File: src/rtl/spi_pkg.sv
// Shared constants and FSM state type for the SPI input conditioning path.
// Build option INPUT_CONDITIONER_SYNC3_EN selects a 3-flop synchronizer instead of 2.
package spi_pkg;

    localparam int IC_WAIT_TIME_DEF     = 3;
    localparam int IC_COUNTER_WIDTH_DEF = 3;

`ifdef INPUT_CONDITIONER_SYNC3_EN
    localparam int IC_SYNC_STAGES = 3;
`else
    localparam int IC_SYNC_STAGES = 2;
`endif

    typedef enum logic {
        IC_IDLE     = 1'b0,
        IC_COUNTING = 1'b1
    } ic_state_e;

endpackage

File: src/rtl/input_conditioner_if.sv
// Pin-side bundle of the input conditioner: raw pin in, clean level and edge strobes out,
// plus FSM state and debounce counter exposed for observation. No handshake: pure levels.
interface input_conditioner_if #(
    parameter int COUNTER_WIDTH = 3
);
    import spi_pkg::*;

    logic                     noisysignal;
    logic                     conditioned;
    logic                     positiveedge;
    logic                     negativeedge;
    ic_state_e                dbg_state;
    logic [COUNTER_WIDTH-1:0] dbg_counter;

    modport master (
        output noisysignal,
        input  conditioned,
        input  positiveedge,
        input  negativeedge,
        input  dbg_state,
        input  dbg_counter
    );

    modport slave (
        input  noisysignal,
        output conditioned,
        output positiveedge,
        output negativeedge,
        output dbg_state,
        output dbg_counter
    );

endinterface

File: src/rtl/input_conditioner_sync_ff.sv
// N-stage shift-chain synchronizer with asynchronous active-low reset to 0.
module sync_ff #(
    parameter int DEPTH = 2
) (
    input  logic clk,
    input  logic rst_n,
    input  logic d,
    output logic q
);

    logic [DEPTH-1:0] stage_q;
    logic [DEPTH-1:0] stage_d;

    always_comb begin
        stage_d = {stage_q[DEPTH-2:0], d};
    end

    always_ff @(posedge clk or negedge rst_n) begin
        if (!rst_n) begin
            stage_q <= '0;
        end else begin
            stage_q <= stage_d;
        end
    end

    assign q = stage_q[DEPTH-1];

endmodule

File: src/rtl/input_conditioner.sv
// Synchronizes, debounces and edge-detects one raw asynchronous pin.
// Synchronizer depth follows INPUT_CONDITIONER_SYNC3_EN (via spi_pkg::IC_SYNC_STAGES).
module input_conditioner
    import spi_pkg::*;
#(
    parameter int WAIT_TIME     = IC_WAIT_TIME_DEF,
    parameter int COUNTER_WIDTH = IC_COUNTER_WIDTH_DEF
) (
    input  logic                clk,
    input  logic                rst_n,
    input_conditioner_if.slave  ic
);

    localparam logic [COUNTER_WIDTH-1:0] CNT_LAST = COUNTER_WIDTH'(WAIT_TIME - 1);
    localparam logic [COUNTER_WIDTH-1:0] CNT_ONE  = COUNTER_WIDTH'(1);

    logic                     sync;
    ic_state_e                state_q, state_d;
    logic [COUNTER_WIDTH-1:0] counter_q, counter_d;
    logic                     conditioned_q, conditioned_d;
    logic                     positiveedge_q, positiveedge_d;
    logic                     negativeedge_q, negativeedge_d;
    logic                     update;

    sync_ff #(
        .DEPTH (IC_SYNC_STAGES)
    ) u_sync (
        .clk   (clk),
        .rst_n (rst_n),
        .d     (ic.noisysignal),
        .q     (sync)
    );

    always_ff @(posedge clk or negedge rst_n) begin
        if (!rst_n) begin
            state_q        <= IC_IDLE;
            counter_q      <= '0;
            conditioned_q  <= 1'b0;
            positiveedge_q <= 1'b0;
            negativeedge_q <= 1'b0;
        end else begin
            state_q        <= state_d;
            counter_q      <= counter_d;
            conditioned_q  <= conditioned_d;
            positiveedge_q <= positiveedge_d;
            negativeedge_q <= negativeedge_d;
        end
    end

    always_comb begin
        state_d        = state_q;
        counter_d      = counter_q;
        conditioned_d  = conditioned_q;
        positiveedge_d = 1'b0;
        negativeedge_d = 1'b0;
        update         = 1'b0;

        case (state_q)
            IC_IDLE: begin
                counter_d = '0;
                if (sync != conditioned_q) begin
                    // A one-cycle wait needs no counting phase at all.
                    if (WAIT_TIME == 1) begin
                        update = 1'b1;
                    end else begin
                        counter_d = CNT_ONE;
                        state_d   = IC_COUNTING;
                    end
                end
            end
            IC_COUNTING: begin
                if (sync == conditioned_q) begin
                    counter_d = '0;
                    state_d   = IC_IDLE;
                end else if (counter_q == CNT_LAST) begin
                    update = 1'b1;
                end else begin
                    counter_d = counter_q + CNT_ONE;
                end
            end
            default: begin
                counter_d = '0;
                state_d   = IC_IDLE;
            end
        endcase

        if (update) begin
            conditioned_d  = sync;
            positiveedge_d = sync;
            negativeedge_d = ~sync;
            counter_d      = '0;
            state_d        = IC_IDLE;
        end
    end

    assign ic.conditioned  = conditioned_q;
    assign ic.positiveedge = positiveedge_q;
    assign ic.negativeedge = negativeedge_q;
    assign ic.dbg_state    = state_q;
    assign ic.dbg_counter  = counter_q;

endmodule

File: src/flat_wrapper.sv
// flat-port wrapper written by rule: the top's interface ports become plain ports
module input_conditioner_flat import spi_pkg::*;
#(
    parameter int WAIT_TIME     = IC_WAIT_TIME_DEF,
    parameter int COUNTER_WIDTH = IC_COUNTER_WIDTH_DEF
)
  (clk, rst_n, ic_noisysignal, ic_conditioned, ic_positiveedge, ic_negativeedge, ic_dbg_state, ic_dbg_counter);
  input_conditioner_if #(.COUNTER_WIDTH(COUNTER_WIDTH)) ic_i ();
  input  logic clk;
  input  logic rst_n;
  input wire logic [$bits(ic_i.noisysignal)-1:0] ic_noisysignal;
  output wire logic [$bits(ic_i.conditioned)-1:0] ic_conditioned;
  output wire logic [$bits(ic_i.positiveedge)-1:0] ic_positiveedge;
  output wire logic [$bits(ic_i.negativeedge)-1:0] ic_negativeedge;
  output wire logic [$bits(ic_i.dbg_state)-1:0] ic_dbg_state;
  output wire logic [$bits(ic_i.dbg_counter)-1:0] ic_dbg_counter;
  assign ic_i.noisysignal = ic_noisysignal;
  assign ic_conditioned = ic_i.conditioned;
  assign ic_positiveedge = ic_i.positiveedge;
  assign ic_negativeedge = ic_i.negativeedge;
  assign ic_dbg_state = ic_i.dbg_state;
  assign ic_dbg_counter = ic_i.dbg_counter;
  input_conditioner #(.WAIT_TIME(WAIT_TIME), .COUNTER_WIDTH(COUNTER_WIDTH)) u_core (.clk(clk), .rst_n(rst_n), .ic(ic_i));
endmodule
File: config.mk
export PLATFORM = sky130hd
export DESIGN_NAME = input_conditioner_flat
export DESIGN_NICKNAME = d
export VERILOG_FILES = /design/src/rtl/spi_pkg.sv /design/src/rtl/input_conditioner_if.sv /design/src/rtl/input_conditioner_sync_ff.sv /design/src/rtl/input_conditioner.sv /design/src/flat_wrapper.sv
export SDC_FILE = /design/constraint.sdc
export NUM_CORES = 1
export LEC_CHECK = 0
export BUFFER_PORTS_ARGS = -buffer_cell sky130_fd_sc_hd__buf_4
export CORE_AREA = 2 2 39 41
export DETAILED_ROUTE_END_ITERATION = 8
export DIE_AREA = 0 0 41 43
export SYNTH_ARGS = -nofsm -noshare
export SYNTH_HDL_FRONTEND = slang
export SYNTH_HIERARCHICAL = 1
export SYNTH_SLANG_ARGS = --single-unit
File: constraint.sdc
create_clock -name clk -period 2.47 [get_ports clk]
set_input_delay 0.1235 -clock clk [delete_from_list [all_inputs] [get_ports clk]]
set_output_delay 0.1235 -clock clk [all_outputs]
set_load 0.005 [all_outputs]
## Word-level counts from Yosys, hierarchy flattened

Cells that the tools add are included.

| word-level totals | value |
|---|---|
| input port bits | 3 |
| bits in registers | 9 |
| output and inout bits | 7 |
| logic and storage cells | 27 |

| operators by class | value |
|---|---|
| add/sub/neg operators | 1 |
| bitwise logic cells | 2 |
| mux-type cells | 14 |
| eq/ne operators | 4 |

Operator list:

| cell | number |
|---|---|
| $mux 1 | 9 |
| $mux 3 | 3 |
| $pmux 3 s2 | 1 |
| $ne 4x4->1 const B | 1 |
| $add 3x1->3 const B | 1 |
| $eq 3x2->1 const B | 1 |
| $not 1->1 | 2 |
| $pmux 1 s2 | 1 |
| $eq 1x1->1 | 1 |
| $ne 1x1->1 | 1 |

## Logic depth before layout (Yosys ltp)

Gate-level depths: netlist (run 1).

| logic depth | value |
|---|---|
| depth after elaboration | 5 |
| gate-level depth with buffers | 5 |

## Cells and area by module

The synthesis (run 1) kept the hierarchy.

By module, submodules not included:

| module | instances | seq. area each (um2) | cells each | area an instance (um2) |
|---|---|---|---|---|
| input_conditioner | 1 | 175.2 | 24 | 306.5 |
| sync_ff | 1 | 50.0 | 2 | 50.0 |

## Worst setup path after synthesis (run 1)

Ideal clock, no wire load.

| timing path | value |
|---|---|
| path kind | register -> register |
| from | register u_core.counter_q[0] (netlist: u_core/ic.dbg_counter[0]) |
| to | register u_core.conditioned_q (netlist: u_core/ic.conditioned) |
| cell stages (with the launch flop) | 6 |
| arrival time | 1.122 ns |
| setup slack | 1.223 ns |
| buffers on the path | 0 |
| path through | dfrtp_1 > inv_1 > ha_1 > nor2b_4 > nand2_2 > mux2_4 |

| between the ends | value |
|---|---|
| longest elaborated chain between the ends | 4 |

RTL lines:

| element | RTL line | source |
|---|---|---|
| from (decl) | input_conditioner.sv:19 | `logic [COUNTER_WIDTH-1:0] counter_q, counter_d;` |
| from (signal assigned) | input_conditioner.sv:43 | `counter_q <= counter_d;` |
| $eq 3x2->1 | input_conditioner.sv:75 | `end else if (counter_q == CNT_LAST) begin` |
| $mux 1 | input_conditioner.sv:75 |  |
| $mux 1 | input_conditioner.sv:72 | `if (sync == conditioned_q) begin` |
| $mux 1 | input_conditioner.sv:58 | `case (state_q)` |
| to (signal assigned) | input_conditioner.sv:44 | `conditioned_q <= conditioned_d;` |
| to (decl) | input_conditioner.sv:20 | `logic conditioned_q, conditioned_d;` |

Every way passes these cells.
A chain may end at the register's enable or synchronous reset.

## Worst setup path after layout (run 1)

Ends and elaborated chain as after synthesis.

==> results of run 1 <==
==> kinds of logic after synthesis <==
group / synth area share, %
adders and majority gates: 7.02
muxes: 7.02
xor gates and xnor gates: 2.46
buffers and inverters: 1.05
DFF: 63.2
and+or+nand+nor: 17.9
AOI/OAI and AO/OA: 1.40
==> layout by cell type, fill, tap and decap left out <==
cell type      netlist  routed
mux2i_1              1       1
nor3b_1              2       2
buf_4                0       9
nor3_1               1       1
dfrtp_1              9       9
clkbuf_1             0       1
xor2_1               1       1
dlygate4sd3_1        0       2
o21ai_0              1       1
and2_1               2       2
clkbuf_4             0       3
mux2_4               1       1
ha_1                 2       2
nor2b_4              1       1
inv_1                1       1
nand2_1              1       1
nor2_1               2       2
nand2_2              1       1
==> power by group <==
part | switching, uW | internal (uW) | leakage (uW) | total (uW)
clock network | 48.9 | 62.1 | 0.0000150 | 111
logic | 57.8 | 100 | 0.000110 | 158
registers | 38.9 | 185 | 0.000115 | 224
total | 146 | 347 | 0.000240 | 493
==> registers in the layout (all words and copies together) (netlist names) <==
name                    flops
u_core/ic.dbg_counter       3
u_core/u_sync/stage_q       2
u_core/ic.conditioned       1
u_core/ic.dbg_state         1
u_core/ic.negativeedge      1
u_core/ic.positiveedge      1
==> through the flow <==
step	total power (uW)	hold WS (ns)	utilization, %	area [sq um]
after global placement	384	-0.0483	32.1	444
final	493	0.222	35.4	490
after global routing	542	0.230	35.4	490
after CTS	507	0.218	35.4	490
after floorplan	311	-0.172	-	357
after detailed placement	387	-0.0459	32.1	444
==> metal layers <==
| metal | vias up | GRT usage (%) | part of all wire, % |
|---|---|---|---|
| met5 | - | 0 | 0 |
| met4 | 0 | 8.00 | 0 |
| met3 | 0 | 4.71 | 8.2 |
| li1 | 114 | - | - |
| met2 | 10 | 10.6 | 41 |
| met1 | 112 | 11.1 | 51 |
==> worst reg2reg max path, stage by stage, from the launching register on <==
cell,delay (ns)
dfrtp_1,0.39
inv_1,0.06
ha_1,0.20
nor2b_4,0.13
nand2_2,0.11
mux2_4,0.30
==> layout make-up <==
| type | count | area share, % |
|---|---|---|
| Tap cell | 16 | 4.08 |
| Clock buffer | 4 | 5.36 |
| Timing Repair Buffer | 11 | 17.9 |
| Sequential cell | 9 | 45.9 |
| Inverter | 1 | 0.765 |
| Multi-Input combinational cell | 16 | 26.0 |
==> worst paths after layout <==
path | startpoint | to | slack (ns) | cells past startpoint
max | u_core/ic.dbg_counter[0] | u_core/ic.conditioned | 1.16 | 5
min | rst_n | u_core/ic.negativeedge | 0.22 | 2
max reg2reg | u_core/ic.dbg_counter[0] | u_core/ic.conditioned | 1.16 | 5
min reg2reg | u_core/u_sync/stage_q[0] | u_core/u_sync/stage_q[1] | 0.35 | 0
max in group asynchronous | rst_n | u_core/ic.dbg_counter[2] | 2.11 | 2
min in group clk | u_core/u_sync/stage_q[0] | u_core/u_sync/stage_q[1] | 0.35 | 0
==> flow_summary.json, run 1 <==
{
  "status": "completed",
  "rows": 14,
  "netlist_instances": 26,
  "clkSinkCount": 9,
  "ir_drop_mv": 0.306,
  "ys_top_cells_by_count": "dfrtp_1 (9), and2_1 (2), ha_1 (2), nor2_1 (2), nor3b_1 (2)",
  "grt_start_max_net_pins": 10,
  "drc": 0,
  "cts_hold_buf": 2,
  "drv_cap": 0,
  "ant_nets": 0,
  "crit_fanout": 4,
  "critPathKind": "flop to flop",
  "min-delay-path-class": "input port to asynchronous set/reset pin",
  "vias": 236,
  "die_h_um": 43,
  "synth_area_leaders": "dfrtp_1 (63%), ha_1 (7.0%), mux2_4 (4.2%)",
  "setup_slack_ns": 1.16,
  "crit_path_start_kind": "flop",
  "yosys_warnings": 6,
  "synth_edf_count": 0,
  "grt_pass1_wl_um": 966,
  "multi_input_area_sq_um": 128,
  "async_flop_share_pct": 100,
  "crit_arrival_ns": 1.45,
  "first_iter_violations": 1,
  "io_pins": 10,
  "drive_gt1_share_pct": 36.6,
  "grt_overflow": 0,
  "stdcell_count": 57,
  "cts_buffer_depth": 2,
  "hpwl_um": 425,
  "post-route-min-period_ns": 1.31,
  "power_density_mw_per_mm2": 1000,
  "worst_pin_slew_ns": 0.185,
  "synthMostInstantiatedCell": "dfrtp_1",
  "cts_inserted_buffers": 3,
  "fin_crit_sh_pct": 52.9,
  "synth.avg_cell_area_sq_um": 13.7,
  "grt_usage_pct": 8.95,
  "viasPerCell": 4.14,
  "htreeDepth": 1,
  "rsz0062_at_grt": "false",
  "hold_violations": 0,
  "leakage_uw": 0.000240,
  "die-area_sq_mm": 0.00176,
  "wl_per_cell_um": 10.1,
  "cp-end-kind": "flop",
  "cts_tree": "done",
  "first_global_vias": 245,
  "routed_wl_um": 573,
  "final_max_slew_viol_count": 0,
  "clk_pin_slew_ns": 0.06,
  "syn_to_final_growth_pct": 37.5,
  "portBuffers": 9,
  "ys_ff_latch": 9,
  "root_buffer": "clkbuf_4",
  "post-place-ws_ns": 1.16,
  "yosysTopAreaCellShare_pct": 63.2,
  "antenna_found_initial": 0,
  "synth_fp_nets": 31,
  "skew_ns": 0.00552,
  "fp.coreArea_sq_mm": 0.00138,
  "critical-path-max-stage-delay_ns": 0.39,
  "crit_buf_inv": 1,
  "diodes": 0,
  "final.fill_count": 141,
  "setup_viol": 0,
  "gp_congestion": 0.618,
  "ys_seq_area_share_pct": 63.2,
  "regArea_sq_um": 225,
  "start_util_pct": 25.8,
  "cts_setup_buffers": 0,
  "final_nets": 47,
  "critPathTopFamily": "flip-flops",
  "syn_area_sq_um": 357,
  "yosysTopAreaCell": "dfrtp_1",
  "required_ns": 2.61,
  "dieWidth_um": 41,
  "clock_latency_ns": 0.26,
  "timing.setup.tns_ns": 0,
  "yosys_most_used_dff": "dfrtp_1",
  "dr.pass1.iters": 2,
  "worstPathCellList": "inv_1 > ha_1 > nor2b_4 > nand2_2 > mux2_4",
  "maxSlewHeadroom_pct": 87.7,
  "cp_slowest_cell": "dfrtp_1",
  "fmax_mhz": 765,
  "cts-resized-gates": 0,
  "placed_cells": 51,
  "synth_cell_types": 14
}
No activity file was read; power rests on OpenSTA's default activity.
==> run 2, diff against run 1 <==
==> constraint.sdc (replaced) <==
create_clock -name clk -period 1.1 [get_ports clk]
set_input_delay 0.055 -clock clk [delete_from_list [all_inputs] [get_ports clk]]
set_output_delay 0.055 -clock clk [all_outputs]
set_load 0.005 [all_outputs]
==> run 2 against run 1 <==
Against the previous run:
- the flow now finishes with violations (setup timing)
- worst setup slack got worse by 1.3 ns
- design area increased by 10%
- via count increased by 4.2%
- die area unchanged
- cell count increased by 8.8%
- clock-buffer cell count unchanged
- combinational power increased to 3.1 times the previous value
- utilization increased by 3.6 points
- critical path type unchanged
- critical endpoint unchanged
- highest routed layer unchanged
==> flow_summary.json, run 2 (synthesis results as in run 1) <==
{
  "vias": 246,
  "io_pins": 10,
  "drc": 0,
  "die_h_um": 43,
  "fin_crit_sh_pct": 114,
  "critPathKind": "flop to flop",
  "final.fill_count": 130,
  "hold_violations": 0,
  "rsz0062_at_grt": "true",
  "skew_ns": 0.000636,
  "rows": 14,
  "regArea_sq_um": 225,
  "timing.setup.tns_ns": -0.344,
  "setup_viol": 4,
  "viasPerCell": 3.97,
  "multi_input_area_sq_um": 140,
  "grt_start_max_net_pins": 10,
  "wl_met2_um": 260,
  "cts_inserted_buffers": 3,
  "grt_pass1_wl_um": 903,
  "violations": "setup timing",
  "crit_arrival_ns": 1.39,
  "root_buffer": "clkbuf_4",
  "wl_per_cell_um": 9.37,
  "min-delay-path-class": "input port to asynchronous set/reset pin",
  "start_util_pct": 25.8,
  "leakage_uw": 0.000266,
  "final_nets": 52,
  "first_global_vias": 215,
  "worst_pin_slew_ns": 0.183,
  "largest_reg_flops": 3,
  "required_ns": 1.24,
  "power_density_mw_per_mm2": 2250,
  "ant_nets": 0,
  "dr.pass1.iters": 1,
  "cts_tree": "done",
  "cp-end-kind": "flop",
  "status": "finished, violations left",
  "hpwl_um": 406,
  "portBuffers": 9,
  "syn_to_final_growth_pct": 51.6,
  "clock_latency_ns": 0.25,
  "routed_wl_um": 581,
  "routed-wl-met3_um": 50,
  "maxSlewHeadroom_pct": 87.7,
  "die-area_sq_mm": 0.00176,
  "route.top_layer_used": "met3",
  "gp_congestion": 0.636,
  "first_iter_violations": 0,
  "antenna_found_initial": 0,
  "met1_length_um": 270,
  "layout_common_cells": "buf_4 (14), dfrtp_1 (9), clkbuf_4 (3)",
  "post-route-min-period_ns": 1.25,
  "reg2regPathDepth": 5,
  "drv_cap": 0,
  "dieWidth_um": 41,
  "crit_path_start_kind": "flop",
  "final_max_slew_viol_count": 0,
  "fmax_mhz": 800,
  "drive_gt1_share_pct": 50.0,
  "htreeDepth": 1,
  "setup_slack_ns": -0.150,
  "grt_overflow": 0,
  "whs_ns": 0.158,
  "crit_fanout": 4,
  "grt_usage_pct": 8.15,
  "final_common_cell": "buf_4",
  "total_power_uw": 1220,
  "ir_drop_mv": 1.09,
  "diodes": 0,
  "clkSinkCount": 9,
  "clk_pin_slew_ns": 0.06,
  "fp.coreArea_sq_mm": 0.00138,
  "cts_buffer_depth": 2
}
[run 2: cell types whose count changed in the layout (fill, tap and decap cells not counted), sizes merged]
cell,previous run,this run
buf,9,14
[run 2: stage by stage]
stage,area (sq um),util (%),worst slack (ns),std cells
detailed placement,474,34.3,-0.157,55
CTS,536,38.7,-0.167,62
floorplan,357,-,-0.147,26
finish,541,39.1,-0.150,62
global placement,474,34.3,-0.149,55
global route,541,39.1,-0.199,62
[run 2: power breakdown]
group	leakage, uW	internal [uW]	switching (uW)
logic	0.000136	307	178
clock network	0.0000150	139	105
registers	0.000115	414	73.4
total	0.000266	860	357
[run 2: per-layer routing]
metal,vias up,track usage [%]
li1,125,-
met1,111,9.80
met5,-,0
met2,10,10.0
met3,0,3.66
met4,0,8.00
[run 2: path summary, 6_finish.rpt]
| kind | slack, ns | start | end |
|---|---|---|---|
| min in group clk | 0.35 | u_core/u_sync/stage_q[0] | u_core/u_sync/stage_q[1] |
| max | -0.15 | u_core/ic.dbg_counter[0] | u_core/ic.conditioned |
| max reg2reg | -0.15 | u_core/ic.dbg_counter[0] | u_core/ic.conditioned |
| min reg2reg | 0.35 | u_core/u_sync/stage_q[0] | u_core/u_sync/stage_q[1] |
| min | 0.16 | rst_n | u_core/ic.positiveedge |
| max in group asynchronous | 0.81 | rst_n | u_core/ic.dbg_counter[0] |
[run 2: critical path, stage by stage, from the launching register on]
cell	delay [ns]
dfrtp_1	0.37
inv_1	0.06
ha_2	0.17
nor2b_4	0.15
nand2_2	0.09
mux2_4	0.30
[run 2: what timing repair did]
item | CTS | global route
setup buffers | 1 | 0
resized for setup | 2 | 1
hold buffers | 2 | 0
pin swaps | 0 | 0
hold endpoints to repair | 10 | 0
setup endpoints to repair | 5 | 6
[run 2: final cells by class]
| class | instances | share of cell area (%) |
|---|---|---|
| clock buffers | 4 | 4.86 |
| repair buffers | 16 | 23.1 |
| well taps | 16 | 3.70 |
| inverters | 1 | 0.694 |
| multi-input cells | 16 | 25.9 |
| flip-flops and latches | 9 | 41.7 |
==> run 3, diff against run 2 <==
--- a/config.mk
+++ b/config.mk
@@ -6,9 +6,9 @@
 export NUM_CORES = 1
 export LEC_CHECK = 0
 export BUFFER_PORTS_ARGS = -buffer_cell sky130_fd_sc_hd__buf_4
-export CORE_AREA = 2 2 39 41
+export CORE_AREA = 5 5 42 44
 export DETAILED_ROUTE_END_ITERATION = 8
-export DIE_AREA = 0 0 41 43
+export DIE_AREA = 0 0 47 49
 export SYNTH_ARGS = -nofsm -noshare
 export SYNTH_HDL_FRONTEND = slang
 export SYNTH_HIERARCHICAL = 1
==> run 3 against run 2 <==
Against the previous run:
- the flow still finishes with violations (setup timing)
- via count increased by 11%
- register-to-register slack lost 0.03 ns
- flip-flop and latch count unchanged
- utilization up 3.9 points
- total power increased by 12%
- clock skew increased by 0.0013 ns
- worst hold slack lost 0.0043 ns
- combinational power is 25% higher
- global-route usage down 0.97 points
- largest cell class unchanged
- highest routed layer unchanged
==> flow_summary.json, run 3 (synthesis results as in run 1) <==
{
  "cp_slowest_cell": "dfrtp_1",
  "post-route-util_pct": 42.9,
  "cts_buffer_depth": 2,
  "vias": 272,
  "worstPathCellList": "inv_1 > ha_2 > nor2b_4 > nand2_4 > mux2_4",
  "power_density_mw_per_mm2": 2250,
  "rows": 14,
  "maxSlewHeadroom_pct": 83.2,
  "start_util_pct": 25.4,
  "required_ns": 1.24,
  "grt_pass1_wl_um": 1120,
  "setup_viol": 6,
  "dieWidth_um": 47,
  "fin_crit_sh_pct": 117,
  "root_buffer": "clkbuf_4",
  "clkSinkCount": 9,
  "worst_pin_slew_ns": 0.253,
  "cp-end-kind": "flop",
  "placed_cells": 56,
  "largest_reg_flops": 3,
  "violations": "setup timing",
  "syn_to_final_growth_pct": 68.8,
  "routed_wl_um": 752,
  "first_iter_violations": 1,
  "antenna_found_initial": 0,
  "ir_drop_mv": 0.798,
  "status": "finished, violations left",
  "drive_gt1_share_pct": 60.0,
  "htreeDepth": 1,
  "placed_area_sq_um": 482,
  "final_nets": 56,
  "setup_slack_ns": -0.183,
  "crit_arrival_ns": 1.42,
  "final_area_sq_um": 602,
  "crit_path_start_kind": "flop",
  "drc": 0,
  "die-area_sq_mm": 0.00230,
  "clk_pin_slew_ns": 0.06,
  "dr.pass1.iters": 2,
  "skew_ns": 0.00193,
  "cts_inserted_buffers": 3,
  "hold_violations": 0,
  "min-delay-path-class": "input port to asynchronous set/reset pin",
  "io_pins": 10,
  "final_common_cell": "buf_4",
  "first_global_vias": 270,
  "rsz0062_at_grt": "true",
  "die_h_um": 49,
  "final_max_slew_viol_count": 0,
  "portBuffers": 9,
  "stdcell_count": 66,
  "critPathKind": "flop to flop",
  "viasPerCell": 4.12,
  "leakage_uw": 0.000303,
  "ant_nets": 0,
  "drv_cap": 0,
  "wl_per_cell_um": 11.4,
  "grt_start_max_net_pins": 10,
  "layout_common_cells": "buf_4 (16), dfrtp_1 (9), clkbuf_4 (3)",
  "grt_usage_pct": 7.19,
  "crit_fanout": 4,
  "cts_tree": "done",
  "fmax_mhz": 779,
  "grt_overflow": 0,
  "post-place-ws_ns": -0.147,
  "clock_latency_ns": 0.25,
  "diodes": 0,
  "critical-path-max-stage-delay_ns": 0.38,
  "post-route-min-period_ns": 1.28,
  "fp.coreArea_sq_mm": 0.00140,
  "gp_congestion": 0.665
}
==> run 3: path summary, 6_finish.rpt <==
check | start | endpoint | slack [ns] | cells past startpoint
min reg2reg | u_core/u_sync/stage_q[0] | u_core/u_sync/stage_q[1] | 0.35 | 0
max reg2reg | u_core/ic.dbg_counter[0] | u_core/ic.conditioned | -0.18 | 5
min | rst_n | u_core/ic.negativeedge | 0.15 | 2
max in group asynchronous | rst_n | u_core/ic.dbg_counter[1] | 0.81 | 2
min in group clk | u_core/u_sync/stage_q[0] | u_core/u_sync/stage_q[1] | 0.35 | 0
max | u_core/ic.dbg_counter[0] | u_core/ic.conditioned | -0.18 | 5
==> run 3: layout make-up <==
| type | instances | area (sq um) |
|---|---|---|
| fill | 148 | 800 |
| clock buffer | 4 | 26.3 |
| tap | 16 | 20.0 |
| timing repair buffer | 20 | 163 |
| sequential | 9 | 225 |
| inverter | 1 | 3.75 |
| multi-input combinational | 16 | 164 |
==> run 3: what timing repair did <==
item	CTS	global route
resized for setup	3	7
endpoints found under the setup margin	3	7
buffers inserted	2	2
hold buffers	2	0
hold endpoints to repair	10	0
pin swaps	2	4
==> run 3: layer usage <==
layer / GRT usage (%) / wire length, um / vias to the layer above / share of wire (%)
met5: 0 / 0 / - / 0
met4: 5.53 / 0 / 0 / 0
met3: 3.69 / 79 / 0 / 11
met2: 8.82 / 389 / 10 / 52
met1: 9.09 / 283 / 130 / 38
li1: - / - / 132 / -
==> run 3: power by group <==
part / switching [uW] / total (uW) / internal [uW]
Clock: 107 / 246 / 139
Sequential: 92.4 / 506 / 414
Combinational: 212 / 604 / 393
Total: 411 / 1360 / 946
==> run 3: critical path, delay by kind of cell, from the launching register on <==
family,cells,cell delay [ns]
adder cells (fa/ha/maj),1,0.18
multiplexers,1,0.30
buffers and inverters,1,0.06
AND/OR/NAND/NOR,2,0.26
flip-flops,1,0.38
==> run 3: stage by stage <==
stage	total power, uW	hold slack (ns)	TNS [ns]
floorplan	698	-0.241	-0.147
global placement	952	-0.118	-0.330
detailed placement	957	-0.117	-0.312
CTS	1260	0.142	-0.409
global route	1470	0.157	-1.01
finish	1360	0.154	-0.697
